`src/rtl/store_drain_buffer_pkg.sv`:
```
// Shared widths, depth and drain-FSM encodings for the store drain buffer.
`ifndef Addr_Width
`define Addr_Width 32
`endif
`ifndef Data_Width
`define Data_Width 32
`endif
`ifndef SDB_Depth
`define SDB_Depth 4
`endif
`ifndef SDB_IDLE
`define SDB_IDLE 2'd0
`endif
`ifndef SDB_REQ
`define SDB_REQ 2'd1
`endif
`ifndef SDB_WAIT
`define SDB_WAIT 2'd2
`endif

package store_drain_buffer_pkg;

    localparam int SDB_ADDR_W = `Addr_Width;
    localparam int SDB_DATA_W = `Data_Width;
    localparam int SDB_DEPTH  = `SDB_Depth;
    localparam int SDB_PTR_W  = $clog2(SDB_DEPTH);

    // Drain FSM: IDLE picks up the head, REQ holds it until ack, WAIT is the bubble.
    typedef enum logic [1:0] {
        IDLE = `SDB_IDLE,
        REQ  = `SDB_REQ,
        WAIT = `SDB_WAIT
    } sdb_state_e;

endpackage

```
`src/rtl/store_drain_buffer_fifo.sv`:
```
// In-order store FIFO: entry storage, pointers, occupancy count and the
// per-entry word-address compare vector used by the load hazard check.
module sdb_fifo
    import store_drain_buffer_pkg::*;
#(
    parameter int DEPTH     = SDB_DEPTH,
    parameter int PTR_WIDTH = SDB_PTR_W,
    parameter int ADDR_W    = SDB_ADDR_W,
    parameter int DATA_W    = SDB_DATA_W
) (
    input  logic                  clk,
    input  logic                  rst_n,
    input  logic                  push,
    input  logic [ADDR_W-1:0]     push_addr,
    input  logic [DATA_W-1:0]     push_data,
    input  logic [3:0]            push_mask,
    input  logic                  pop,
    input  logic [ADDR_W-3:0]     ld_word,
    output logic [ADDR_W-1:0]     head_addr,
    output logic [DATA_W-1:0]     head_data,
    output logic [3:0]            head_mask,
    output logic [PTR_WIDTH:0]    count,
    output logic                  full,
    output logic                  empty,
    output logic [DEPTH-1:0]      match_vec
);

    logic [DEPTH-1:0][ADDR_W-1:0] addr_q, addr_d;
    logic [DEPTH-1:0][DATA_W-1:0] data_q, data_d;
    logic [DEPTH-1:0][3:0]        mask_q, mask_d;
    logic [PTR_WIDTH-1:0]         wr_ptr_q, wr_ptr_d;
    logic [PTR_WIDTH-1:0]         rd_ptr_q, rd_ptr_d;
    logic [PTR_WIDTH:0]           count_q, count_d;

    // Next-state for storage, pointers and count; pointers wrap naturally.
    always_comb begin
        addr_d   = addr_q;
        data_d   = data_q;
        mask_d   = mask_q;
        wr_ptr_d = wr_ptr_q;
        rd_ptr_d = rd_ptr_q;
        count_d  = count_q;
        if (push) begin
            addr_d[wr_ptr_q] = push_addr;
            data_d[wr_ptr_q] = push_data;
            mask_d[wr_ptr_q] = push_mask;
            wr_ptr_d         = wr_ptr_q + 1'b1;
        end
        if (pop) begin
            rd_ptr_d = rd_ptr_q + 1'b1;
        end
        case ({push, pop})
            2'b10:   count_d = count_q + 1'b1;
            2'b01:   count_d = count_q - 1'b1;
            default: count_d = count_q;
        endcase
    end

    // State registers; reset discards every buffered store.
    always_ff @(posedge clk or negedge rst_n) begin
        if (!rst_n) begin
            addr_q   <= '0;
            data_q   <= '0;
            mask_q   <= '0;
            wr_ptr_q <= '0;
            rd_ptr_q <= '0;
            count_q  <= '0;
        end else begin
            addr_q   <= addr_d;
            data_q   <= data_d;
            mask_q   <= mask_d;
            wr_ptr_q <= wr_ptr_d;
            rd_ptr_q <= rd_ptr_d;
            count_q  <= count_d;
        end
    end

    // An entry is occupied when its distance from the head is below count;
    // the in-flight head stays occupied until its ack pops it.
    always_comb begin
        match_vec = '0;
        for (int i = 0; i < DEPTH; i++) begin
            match_vec[i] = ({1'b0, PTR_WIDTH'(i) - rd_ptr_q} < count_q) &&
                           (mask_q[i] != 4'b0000) &&
                           (addr_q[i][ADDR_W-1:2] == ld_word);
        end
    end

    assign head_addr = addr_q[rd_ptr_q];
    assign head_data = data_q[rd_ptr_q];
    assign head_mask = mask_q[rd_ptr_q];
    assign count     = count_q;
    assign full      = (count_q == (PTR_WIDTH+1)'(DEPTH));
    assign empty     = (count_q == '0);

endmodule

```
`src/rtl/store_drain_buffer.sv`:
```
// Commit-side store drain buffer: accepts retired masked stores, queues them
// in order and writes them to memory one at a time over req/ack.
module store_drain_buffer
    import store_drain_buffer_pkg::*;
#(
    parameter int DEPTH     = SDB_DEPTH,
    parameter int PTR_WIDTH = SDB_PTR_W,
    parameter int ADDR_W    = SDB_ADDR_W,
    parameter int DATA_W    = SDB_DATA_W
) (
    input  logic              clk,
    input  logic              rst_n,
    input  logic              dcache_write,
    input  logic [3:0]        dcache_mask,
    input  logic [ADDR_W-1:0] dcache_addr,
    input  logic [DATA_W-1:0] dcache_data,
    output logic              dcache_write_valid,
    output logic              mem_req,
    output logic [ADDR_W-1:0] mem_addr,
    output logic [DATA_W-1:0] mem_data,
    output logic [3:0]        mem_mask,
    input  logic              mem_ack,
    input  logic              ld_check,
    input  logic [ADDR_W-1:0] ld_addr,
    output logic              ld_hit,
    output logic              empty
);

    logic              accept, push, pop;
    logic [ADDR_W-1:0] head_addr;
    logic [DATA_W-1:0] head_data;
    logic [3:0]        head_mask;
    logic [PTR_WIDTH:0] count;
    logic              fifo_full, fifo_empty;
    logic [DEPTH-1:0]  match_vec;
    logic              unused_addr_bits;

    sdb_state_e        state_q, state_d;
    logic              mem_req_q, mem_req_d;
    logic [ADDR_W-1:0] mem_addr_q, mem_addr_d;
    logic [DATA_W-1:0] mem_data_q, mem_data_d;
    logic [3:0]        mem_mask_q, mem_mask_d;

    // Ready depends only on the registered count: a pop this cycle does not
    // free a slot until the next one.
    assign dcache_write_valid = !fifo_full;
    assign accept             = dcache_write && dcache_write_valid;
    // Empty-mask stores are acknowledged but never written.
    assign push               = accept && (dcache_mask != 4'b0000);

    // Word granularity: the low address bits never take part.
    assign unused_addr_bits = ^{dcache_addr[1:0], ld_addr[1:0]};

    sdb_fifo #(
        .DEPTH     (DEPTH),
        .PTR_WIDTH (PTR_WIDTH),
        .ADDR_W    (ADDR_W),
        .DATA_W    (DATA_W)
    ) u_fifo (
        .clk       (clk),
        .rst_n     (rst_n),
        .push      (push),
        .push_addr ({dcache_addr[ADDR_W-1:2], 2'b00}),
        .push_data (dcache_data),
        .push_mask (dcache_mask),
        .pop       (pop),
        .ld_word   (ld_addr[ADDR_W-1:2]),
        .head_addr (head_addr),
        .head_data (head_data),
        .head_mask (head_mask),
        .count     (count),
        .full      (fifo_full),
        .empty     (fifo_empty),
        .match_vec (match_vec)
    );

    // Drain FSM next-state and output-register loads; head held through REQ.
    always_comb begin
        state_d    = state_q;
        mem_req_d  = mem_req_q;
        mem_addr_d = mem_addr_q;
        mem_data_d = mem_data_q;
        mem_mask_d = mem_mask_q;
        pop        = 1'b0;
        case (state_q)
            IDLE: begin
                if (!fifo_empty) begin
                    state_d    = REQ;
                    mem_req_d  = 1'b1;
                    mem_addr_d = head_addr;
                    mem_data_d = head_data;
                    mem_mask_d = head_mask;
                end
            end
            REQ: begin
                if (mem_ack) begin
                    pop       = 1'b1;
                    mem_req_d = 1'b0;
                    state_d   = WAIT;
                end
            end
            WAIT:    state_d = IDLE;
            default: state_d = IDLE;
        endcase
    end

    // FSM and memory-side output registers; reset drops mem_req at once.
    always_ff @(posedge clk or negedge rst_n) begin
        if (!rst_n) begin
            state_q    <= IDLE;
            mem_req_q  <= 1'b0;
            mem_addr_q <= '0;
            mem_data_q <= '0;
            mem_mask_q <= '0;
        end else begin
            state_q    <= state_d;
            mem_req_q  <= mem_req_d;
            mem_addr_q <= mem_addr_d;
            mem_data_q <= mem_data_d;
            mem_mask_q <= mem_mask_d;
        end
    end

    assign mem_req  = mem_req_q;
    assign mem_addr = mem_addr_q;
    assign mem_data = mem_data_q;
    assign mem_mask = mem_mask_q;

    // Hazard: any occupied entry, or the store entering this very cycle.
    assign ld_hit = ld_check &&
                    ((|match_vec) ||
                     (push && (dcache_addr[ADDR_W-1:2] == ld_addr[ADDR_W-1:2])));

    assign empty = fifo_empty && (state_q == IDLE);

endmodule

```
`config.mk`:
```
export PLATFORM = sky130hd
export DESIGN_NAME = store_drain_buffer
export DESIGN_NICKNAME = d
export VERILOG_FILES = /design/src/rtl/store_drain_buffer_pkg.sv /design/src/rtl/store_drain_buffer_fifo.sv /design/src/rtl/store_drain_buffer.sv
export SDC_FILE = /design/constraint.sdc
export NUM_CORES = 1
export LEC_CHECK = 0
export BUFFER_PORTS_ARGS = -buffer_cell sky130_fd_sc_hd__buf_2
export CELL_PAD_IN_SITES_DETAIL_PLACEMENT = 0
export CELL_PAD_IN_SITES_GLOBAL_PLACEMENT = 1
export CORE_MARGIN = 2
export CORE_UTILIZATION = 47
export CTS_BUF_LIST = sky130_fd_sc_hd__clkbuf_8
export CTS_CLUSTER_DIAMETER = 40
export DETAILED_ROUTE_END_ITERATION = 6
export PLACE_DENSITY_LB_ADDON = 0.1
export SLEW_MARGIN = 10
export SYNTH_ARGS = -nofsm -noshare
export SYNTH_HDL_FRONTEND = slang
export SYNTH_SLANG_ARGS = --single-unit
```
`constraint.sdc`:
```
create_clock -name clk -period 2.43 [get_ports clk]
set_clock_uncertainty 0.2 [all_clocks]
set_input_delay 0.486 -clock clk [delete_from_list [all_inputs] [get_ports clk]]
set_output_delay 0.486 -clock clk [all_outputs]
set_load 0.1 [all_outputs]
```
* Word-level counts from Yosys, hierarchy flattened
Index checks and enable logic that the tools add are counted.
** Word-level totals
- Flip-flop bits (word level) :: 350
** Operators by class
- Add/sub/neg operators :: 8
- Eq/ne operators :: 11
- Bitwise logic cells :: 1
- Reductions and logical operators :: 29
- Mux-type cells :: 22
- $lt $le $gt $ge :: 7
** Operators with widths (count)
- bitwise mux 128 bit :: 2
- == test 30 bit :: 5
- binary-select mux 32 bit (select 2 bit) :: 2
- 2-to-1 mux 32 bit :: 3
- demux 32 bit (select 2 bit) :: 1
- nonzero test 4 bit :: 5
- bitwise mux 16 bit :: 1
- logical AND 1 bit :: 14
- < comparator 2 x 3 -> 1 bit :: 4
- binary-select mux 4 bit (select 2 bit) :: 1
- demux 4 bit (select 2 bit) :: 1
- 2-to-1 mux 4 bit :: 2
- < comparator 2 x 3 -> 1 bit (second input constant) :: 2
- one-hot mux 3 bit (2 select lines) :: 1
- adder 2 x 1 -> 2 bit (second input constant) :: 2
- == test 2 x 1 -> 1 bit (second input constant) :: 2
- 2-to-1 mux 1 bit :: 4
- 2-to-1 mux 2 bit :: 2
- != test 2 bit (second input constant) :: 2
- one-hot mux 2 bit (2 select lines) :: 1
- AND reduction 2 bit :: 2
- nonzero test 2 bit :: 2
- OR reduction 4 bit :: 1
- subtractor 1 x 2 -> 2 bit (first input constant) :: 2
- 13 further kinds :: 14

* Longest topological paths before layout
Gate-level depths: netlist of the first run.
- Depth in word-level cells :: 7
- Gate-level depth with buffers :: 10
- Mapped depth without buffers :: 9

* Modules after synthesis
From an unflattened synthesis of the first run, not the netlist that was laid out.
** Unflattened totals
- Cells, all modules :: 1084
- Area total of the unflattened synthesis :: 16548.4 um^2
** Modules (own cells, without submodules)
- sdb_fifo :: times used 1, area each 13550.5 um^2, sequential area each 6981.7 um^2, cells an instance 882
- store_drain_buffer :: times used 1, area each 2997.9 um^2, sequential area each 1776.7 um^2, cells an instance 202

* Worst setup path before layout of the first run
OpenSTA, ideal clock, no wires.
- Path kind :: flip-flop to output port
- Start point :: register u_fifo.rd_ptr_q[1]
- End point :: output port ld_hit
- Data required time :: 1.744 ns
- Arrival time :: 3.306 ns
- Stages on the path, launching flop included :: 10
- Slack :: -1.562 ns
- Cells stage by stage :: dfrtp_1 > clkbuf_1 > clkbuf_1 > xnor2_1 > ha_1 > a21oi_1 > o211ai_1 > nor4_1 > a211oi_1 > a31oi_1
** Between the ends
- Longest elaborated chain between the ends :: 7
- Elaborated cells on any way between the ends :: 19
** Ends and longest elaborated chain
- start: declaration :: RTL line store_drain_buffer_fifo.sv:32 : logic [PTR_WIDTH-1:0] rd_ptr_q, rd_ptr_d;
- start signal: assignment :: RTL line store_drain_buffer_fifo.sv:73 : rd_ptr_q <= rd_ptr_d;
- subtractor 1 x 2 -> 2 bit or subtractor 2 bit (tied branches) :: RTL line store_drain_buffer_fifo.sv:83 : match_vec[i] = ({1'b0, PTR_WIDTH'(i) - rd_ptr_q} < count_q) &&
- < comparator 2 x 3 -> 1 bit :: RTL line store_drain_buffer_fifo.sv:83
- logical AND 1 bit :: RTL line store_drain_buffer_fifo.sv:83
- logical AND 1 bit :: RTL line store_drain_buffer_fifo.sv:84 : (mask_q[i] != 4'b0000) &&
- OR reduction 4 bit (*) :: RTL line store_drain_buffer.sv:131 : ((|match_vec) ||
- logical OR 1 bit (*) :: RTL line store_drain_buffer.sv:131
- logical AND 1 bit (*) :: RTL line store_drain_buffer.sv:130 : assign ld_hit = ld_check &&
- end: declaration :: RTL line store_drain_buffer.sv:25 : output logic ld_hit,
Mark *: on every way between the ends. The rest lies on a longest branch, timed or not.

* Final worst setup path of the first run
- Start point :: register u_fifo.addr_q[127] in the netlist's numbering
- End point :: output port ld_hit
** Between the ends
- Longest elaborated chain between the ends :: 5
** Ends and longest elaborated chain
- start: declaration :: RTL line store_drain_buffer_fifo.sv:28 : logic [DEPTH-1:0][ADDR_W-1:0] addr_q, addr_d;
- start signal: assignment :: RTL line store_drain_buffer_fifo.sv:69 : addr_q <= addr_d;
- == test 30 bit :: RTL line store_drain_buffer_fifo.sv:85 : (addr_q[i][ADDR_W-1:2] == ld_word);
- logical AND 1 bit :: RTL line store_drain_buffer_fifo.sv:84
- OR reduction 4 bit :: RTL line store_drain_buffer.sv:131
- logical OR 1 bit :: RTL line store_drain_buffer.sv:131
- logical AND 1 bit :: RTL line store_drain_buffer.sv:130
No other way between the ends.

==> results.tsv, run 1 <==
stage	metric	value	unit
run_status	status	finished, violations left	
run_status	failed_checks	setup timing	
detailed_routing	vias_per_cell	5.23	
worst_setup_path	crit_type	reg -> out	
finish	area_growth	28.0	%
synthesis	synth-warning-count	0	
worst_setup_path	cp_num_buf_inv	1	
worst_setup_path	cp_slowest_cell	nor4_2	
clock_network	cts_root_buf	clkbuf_8	
detailed_routing	dr.pass1.iters	4	
worst_setup_path	r2r_slack	220	ps
clock_network	cts_tree	built	
job	maxCapViolations	0	
clock_network	cts_max_level	3	
synthesis	synth_compound_area_share	0.776	%
power	ir_worst_vdd	0.00118	V
sta	max_freq	0.294	GHz
detailed_routing	via_count	10400	
synthesis	ys_seq_elements	340	
grt	grt_usage	24.5	%
place	place_ws	-675	ps
sta	hold_viol	0	
detailed_routing	post-route-drc-count	0	
hold_path	min-delay-start	dcache_addr[8]	
synthesis	ys.flop_type	dfrtp_1	
synthesis	synthMuxAreaShare	34.3	%
finish	nets	1601	
worst_setup_path	required	1740	ps
place	io_buffers	170	
synthesis	synth_xor_area_share	8.12	%
sta	setup_viol	2	
worst_setup_path	crit_fanout	2	
synthesis	syn_inst	1086	
detailed_routing	wl	44900	um
synthesis	syn_avg_cell_area	15.6	um^2
clock_network	clock-sinks	340	
place	globalplace.congestion	0.909	
finish	final.fill_count	2822	
worst_setup_path	reg2reg_depth	6	
grt	antenna_found_initial	4	
floorplan	start_util	47.6	%
grt	grt_pass1_vias	11400	
sta	min_period_over_period	140	%
synthesis	synthDistinctLibCells	35	
worst_setup_path	crit_chain	xnor2_2 -> nand4_1 -> nor4_2 -> o2111ai_2 -> a31oi_4 -> buf_12	
finish	final_cell_count_no_fill	1991	
grt	grt_max_degree	58	
worst_setup_path	end_kind	output port	
synthesis	synth_fa_ha_area_share	0.783	%
synthesis	synth_top_family_by_area	multiplexers	
clock_network	cts.path.max_buffers	3	
finish	multiInputGateArea	8040	um^2
worst_setup_path	start_kind	flop	
floorplan	ios	177	
synthesis	synthSimpleGateAreaFrac	2.49	%
hold_path	min_to	u_fifo.addr_q[40]$_DFFE_PN0P_	
worst_setup_path	worst_path_largest_cell_delay	430	ps
sta	tightest_slew	664	ps
power	p_per_area	1600	nW/um^2
sta	rsz0062_at_grt	yes	
sta	setup_tns	-1110	ps
detailed_routing	antenna_left	0	
worst_setup_path	r2r-start	u_fifo.count[0]$_DFFE_PN0P_	
worst_setup_path	arrival	2710	ps
detailed_routing	first_iter_violations	462	
power	total_leakage_power	10.2	nW
floorplan	core_area	35600	um^2
sta	slew_violations	0	
floorplan	die-area	37600	um^2
floorplan	die_h	194	um
place	post-place-cells	1835	
synthesis	ys_seq_area_share	50.2	%
clock_network	clock_latency	620	ps
synthesis	synth-edff-count	0	
grt	grt_overflow_total	0	
clock_network	clk_pin_slew	60	ps
sta	whs	52.5	ps
sta	post-route-min-period	3400	ps
detailed_routing	avgRoutedWirePerCell	22.5	um
worst_setup_path	worst_r2r_endpoint	mem_addr[21]$_DFFE_PN0P_	
finish	drive_gt1_share	58.8	%
floorplan	die_w	194	um
hold_path	holdPathStages	3	
hold_path	hold_class	in -> reg	
floorplan	rows	69	
worst_setup_path	critPathTopFamily	simple AND/OR/NAND/NOR gates	
sta	fin_ws	-967	ps
sta	slew_headroom	55.2	%
clock_network	numCtsBuffers	67	
synthesis	netlist_area	16900	um^2
place	dpl.hpwl	31200	um
grt	grt_pass1_wl	69800	um
synthesis	synthArstFlopShare	100	%
finish	regArea	8520	um^2
## worst max-delay path by stage
stage / from / slack (ps) / to / depth (start not counted)
global route: u_fifo.addr_q[39]$_DFFE_PN0P_ / -980 / ld_hit / 8
finish: u_fifo.addr_q[127]$_DFFE_PN0P_ / -970 / ld_hit / 6
global placement: ld_addr[11] / -650 / ld_hit / 8
floorplan: u_fifo.rd_ptr_q[1]$_DFFE_PN0P_ / -470 / ld_hit / 9
CTS: u_fifo.addr_q[39]$_DFFE_PN0P_ / -890 / ld_hit / 8
detailed placement: ld_addr[11] / -680 / ld_hit / 8
## per-stage QoR
stage	util (%)	instance area (um^2)	total power, mW
after floorplan	-	17000	23.8
after global placement	55.6	19800	28.6
after detailed placement	55.6	19800	28.8
after CTS	60.7	21600	35.0
after global routing	60.9	21700	36.5
final	60.9	21700	34.8
## flip-flops by register name, summed over array words and instances, names as in the netlist, 3 cells and up
name           flops
u_fifo.data_q    128
u_fifo.addr_q    120
mem_data          32
mem_addr          30
u_fifo.mask_q     16
mem_mask           4
u_fifo.count       3
## synthesized netlist by cell type, types with 2 or more instances
cell         n  area share, %
dfrtp_1    340             50
mux2_2     170             11
mux2_4     160             14
xnor2_1     80            4.1
xor2_1      77            4.0
mux4_2      66            8.8
clkbuf_1    37           0.82
nor4_1      26           0.96
buf_2       21           0.62
nand4_1     21           0.78
buf_6       20            1.3
inv_1       11           0.24
ha_1         9           0.66
buf_4        5           0.22
nand2_1      5           0.11
nor2_1       5           0.11
a21oi_1      4           0.12
nand2_4      4           0.27
nor3_1       3          0.089
o21ai_0      3          0.089
nand2b_1     2          0.074
o2111ai_1    2           0.10
o211ai_1     2          0.089
o41ai_1      2           0.10
## tightest hold or removal path, delay by kind of cell
| family | cells | cell delay (ps) |
|---|---|---|
| buffers and inverters | 2 | 210 |
| muxes | 1 | 130 |
## where the power goes
group / internal (mW) / total (mW) / switching [mW]
registers: 8.67 / 10.7 / 1.99
logic: 8.77 / 18.4 / 9.59
clock network: 3.24 / 5.75 / 2.51
total: 20.7 / 34.8 / 14.1
## cells in the final DEF (no fill, tap or decap), types with 27 or more instances in the layout
| master | n |
|---|---|
| clkbuf_8 | 78 |
| dlygate4sd3_1 | 36 |
| xor2_1 | 75 |
| buf_4 | 180 |
| mux2_2 | 170 |
| inv_1 | 29 |
| dfrtp_1 | 337 |
| mux4_2 | 66 |
| buf_2 | 166 |
| buf_12 | 27 |
| mux2_4 | 160 |
| xnor2_1 | 78 |
## per-layer routing
layer	share of wire (%)	wire length (um)	track usage [%]
met5	0.053	24	0
met3	4.3	1930	4.91
met2	49	22200	40.3
met4	2.6	1170	8.89
met1	44	19600	32.4
## repair_timing
item / in CTS / in global routing
gates resized for setup: 15 / 7
endpoints found under the setup margin: 3 / 3
cloned: 1 / 0
hold buffers: 36 / 0
hold endpoints to repair: 239 / 0
buffers inserted: 2 / 4
pin swaps: 14 / 15
## cell families (layout without fill, tap and decap cells)
logic type / count (synthesis) / in the layout
XOR/XNOR: 157 / 157
AND/OR/NAND/NOR: 69 / 69
buffers and inverters: 95 / 536
flip-flops: 340 / 340
AO/OA/AOI/OAI: 17 / 17
multiplexers: 397 / 397
adder cells (fa/ha/maj): 10 / 10
other: 1 / 4
## cell type report
type | instances | share of cell area [%]
multi-input cells | 652 | 37.1
well taps | 461 | 2.66
flip-flops and latches | 340 | 39.3
clock buffers | 78 | 4.95
diodes | 2 | 0.0231
inverters | 11 | 0.190
repair buffers | 414 | 14.7
clock inverters | 33 | 1.10
(Power assumes the default switching activity.)
==> run 2, diff against run 1 <==
--- a/config.mk
+++ b/config.mk
@@ -8,7 +8,7 @@
 export BUFFER_PORTS_ARGS = -buffer_cell sky130_fd_sc_hd__buf_2
 export CELL_PAD_IN_SITES_DETAIL_PLACEMENT = 0
 export CELL_PAD_IN_SITES_GLOBAL_PLACEMENT = 1
-export CORE_MARGIN = 2
+export CORE_MARGIN = 4
 export CORE_UTILIZATION = 47
 export CTS_BUF_LIST = sky130_fd_sc_hd__clkbuf_8
 export CTS_CLUSTER_DIAMETER = 40
==> run 2 against run 1 <==
  * The run still ends with setup timing left
  * Clock power increased by 1%
  * Combinational power is essentially flat
  * Count of clock-buffer cells in the layout up 4
  * Largest cell class unchanged
  * Design area down 0.13%
==> results.tsv, run 2 (synthesized netlist as in run 1, its figures left out) <==
stage	metric	value	unit	change
run_status	status	finished, violations left		
run_status	failed_checks	setup timing		
place	post-place-cells	1840		+0.27%
worst_setup_path	r2r-start	u_fifo.rd_ptr_q[0]$_DFFE_PN0P_		
floorplan	core_area	35600	um^2	unchanged
detailed_routing	met1_length	19400	um	-1.1%
power	pwr-share-clk	16.7	%	+0.2 points
sta	slew_headroom	39.3	%	-16 points
grt	grt_usage	23.2	%	-1.3 points
power	ir_worst_vdd	0.00124	V	+4.8%
place	dpl.hpwl	31500	um	+0.81%
power	internal-power	20.8	mW	+0.58%
finish	final_area	21600	um^2	-0.13%
floorplan	start_util	47.6	%	unchanged
power	combPwrFrac	52.6	%	-0.2 points
grt	grt_overflow_total	0		unchanged
detailed_routing	vias_per_cell	5.25		+0.50%
sta	fin_ws	-891	ps	+75.4 ps
worst_setup_path	worst_path_largest_cell_delay	410	ps	-20 ps
job	maxCapViolations	0		unchanged
detailed_routing	post-route-drc-count	0		unchanged
detailed_routing	wl_met2	21900	um	-1.1%
finish	area_growth	27.8	%	
power	switching_power	14.0	mW	-0.54%
detailed_routing	highest_layer	met5		
finish	largest_register	u_fifo.data_q		
sta	max_freq	0.301	GHz	+2.3%
worst_setup_path	required	1740	ps	about the same
clock_network	numCtsBuffers	67		unchanged
grt	grt_max_degree	84		+45%
finish	final_cell_count_no_fill	1994		+0.15%
sta	hold_viol	0		unchanged
finish	nets	1598		-0.19%
clock_network	cts.path.max_buffers	3		unchanged
clock_network	cts_tree	built		
worst_setup_path	end_kind	output port		
worst_setup_path	cp_num_buf_inv	1		unchanged
detailed_routing	wl	44800	um	-0.24%
worst_setup_path	start_kind	flop		
sta	slew_violations	0		unchanged
sta	whs	59.4	ps	+6.97 ps
place	place_ws	-599	ps	+76.9 ps
power	total_leakage_power	10.3	nW	+0.23%
worst_setup_path	worst_r2r_endpoint	mem_addr[18]$_DFFE_PN0P_		
worst_setup_path	critPathTopFamily	simple AND/OR/NAND/NOR gates		
clock_network	cts_root_buf	clkbuf_8		
place	globalplace.congestion	0.888		-2.3%
sta	min_period_over_period	137	%	-3.1 points
clock_network	clock-sinks	340		unchanged
floorplan	die_w	198	um	+2.1%
floorplan	die-area	39100	um^2	+4.2%
detailed_routing	dr.pass1.iters	4		unchanged
detailed_routing	first_iter_violations	434		-6.1%
power	p_seq_share	30.6	%	about the same
finish	final_common_cell	dfrtp_1		
worst_setup_path	reg2reg_depth	4		-2
finish	layout_common_cells	337 x dfrtp_1, 175 x buf_4, 170 x mux2_2		
floorplan	ios	177		unchanged
worst_setup_path	cp_num_cells	6		unchanged
finish	drive_gt1_share	58.4	%	-0.47 points
worst_setup_path	r2r_slack	130	ps	-90 ps
floorplan	die_h	198	um	+2.1%
worst_setup_path	crit_fanout	3		+1
sta	setup_tns	-1090	ps	+22.2 ps
clock_network	clock_latency	600	ps	-20 ps
place	io_buffers	170		unchanged
sta	post-route-min-period	3320	ps	-75.4 ps
worst_setup_path	crit_type	reg -> out		
detailed_routing	antenna_left	0		unchanged
grt	grt_pass1_wl	68900	um	-1.3%
sta	tightest_slew	898	ps	+234 ps
power	p_sw_share	40.3	%	-0.27 points
floorplan	rows	69		unchanged
sta	rsz0062_at_grt	yes		
finish	largest_reg_flops	128		unchanged
clock_network	clk_pin_slew	60	ps	about the same
grt	antenna_found_initial	2		-2
place	postPlaceCellArea	19900	um^2	+0.32%
hold_path	hold_class	in -> reg		
detailed_routing	via_count	10500		+0.65%
clock_network	cts_max_level	3		unchanged
worst_setup_path	crit_end	ld_hit		
finish	final.fill_count	2840		+0.64%
worst_setup_path	arrival	2640	ps	-70 ps
grt	grt_pass1_vias	11500		+0.69%
worst_setup_path	cp_slowest_cell	dfrtp_1		
worst_setup_path	crit_chain	xnor2_1 -> nand4_1 -> nor4_1 -> o2111ai_1 -> a31oi_4 -> buf_12		
detailed_routing	avgRoutedWirePerCell	22.5	um	-0.39%
detailed_routing	met3WireLength	2180	um	+13%
sta	setup_viol	2		unchanged
power	p_per_area	1610	nW/um^2	+0.25%
worst_setup_path	startpoint	u_fifo.addr_q[127]$_DFFE_PN0P_		
run 2: cell count changes in the layout (fill, tap and decap cells not counted), moves of 2 or more:
cell           before  now
buf_4             180  175
clkbuf_8           78   83
buf_12             27   30
clkinvlp_4          4    1
inv_1              29   32
buf_6               2    4
dlygate4sd3_1      36   34
nor4_1             16   18
xor2_1             75   77
xor2_2              2    0
run 2: worst min-delay path, stage by stage:
cell,delay (ps)
buf_2,100
buf_4,120
mux2_4,130
run 2: layout make-up:
cell class                      count  area [um^2]  area share (%)
Antenna cell                        3         7.51          0.0347
Clock buffer                       82         1130            5.21
Clock inverter                     34          233            1.07
Inverter                           11         41.3           0.191
Multi-Input combinational cell    652         7990            36.9
Sequential cell                   340         8520            39.3
Tap cell                          461          577            2.66
Timing Repair Buffer              411         3160            14.6
run 2: stage by stage:
stage	power, mW	utilization [%]
after floorplan	23.8	-
after global placement	28.8	55.8
after detailed placement	29.0	55.8
after CTS	35.1	60.8
after global routing	36.6	60.8
final	34.8	60.9
run 2: how the worst min path moves through the flow:
stage	start	end	slack, ps	depth (start not counted)
after CTS	dcache_addr[16]	u_fifo.addr_q[48]$_DFFE_PN0P_	20	3
final	dcache_addr[5]	u_fifo.addr_q[69]$_DFFE_PN0P_	60	3
after global placement	rst_n	mem_data[24]$_DFFE_PN0P_	220	1
after global routing	dcache_addr[5]	u_fifo.addr_q[37]$_DFFE_PN0P_	40	3
after floorplan	rst_n	mem_addr[10]$_DFFE_PN0P_	-10	0
after detailed placement	rst_n	mem_data[24]$_DFFE_PN0P_	220	1
run 2: metal layers:
metal / GRT usage, % / vias to the layer above
met5: 0 / -
met4: 7.17 / 2
met3: 5.00 / 81
met2: 38.2 / 268
met1: 31.2 / 5397
li1: - / 4726
run 2: what timing repair did:
item,4_1_cts,5_1_grt
hold buffers,34,0
pin swaps,2,3
gates resized for setup,12,5
setup buffers,1,0
endpoints found under the hold margin,334,0
setup endpoints to repair,40,22
run 2: power groups by stage:
| stage | sequential (mW) | clock [mW] | combinational (mW) |
|---|---|---|---|
| global placement | 10.6 | 0 | 18.1 |
| finish | 10.7 | 5.83 | 18.3 |
| CTS | 10.6 | 6.01 | 18.5 |
| global route | 11.0 | 6.29 | 19.3 |
| detailed placement | 10.7 | 0 | 18.3 |
| floorplan | 14.3 | 0 | 9.49 |
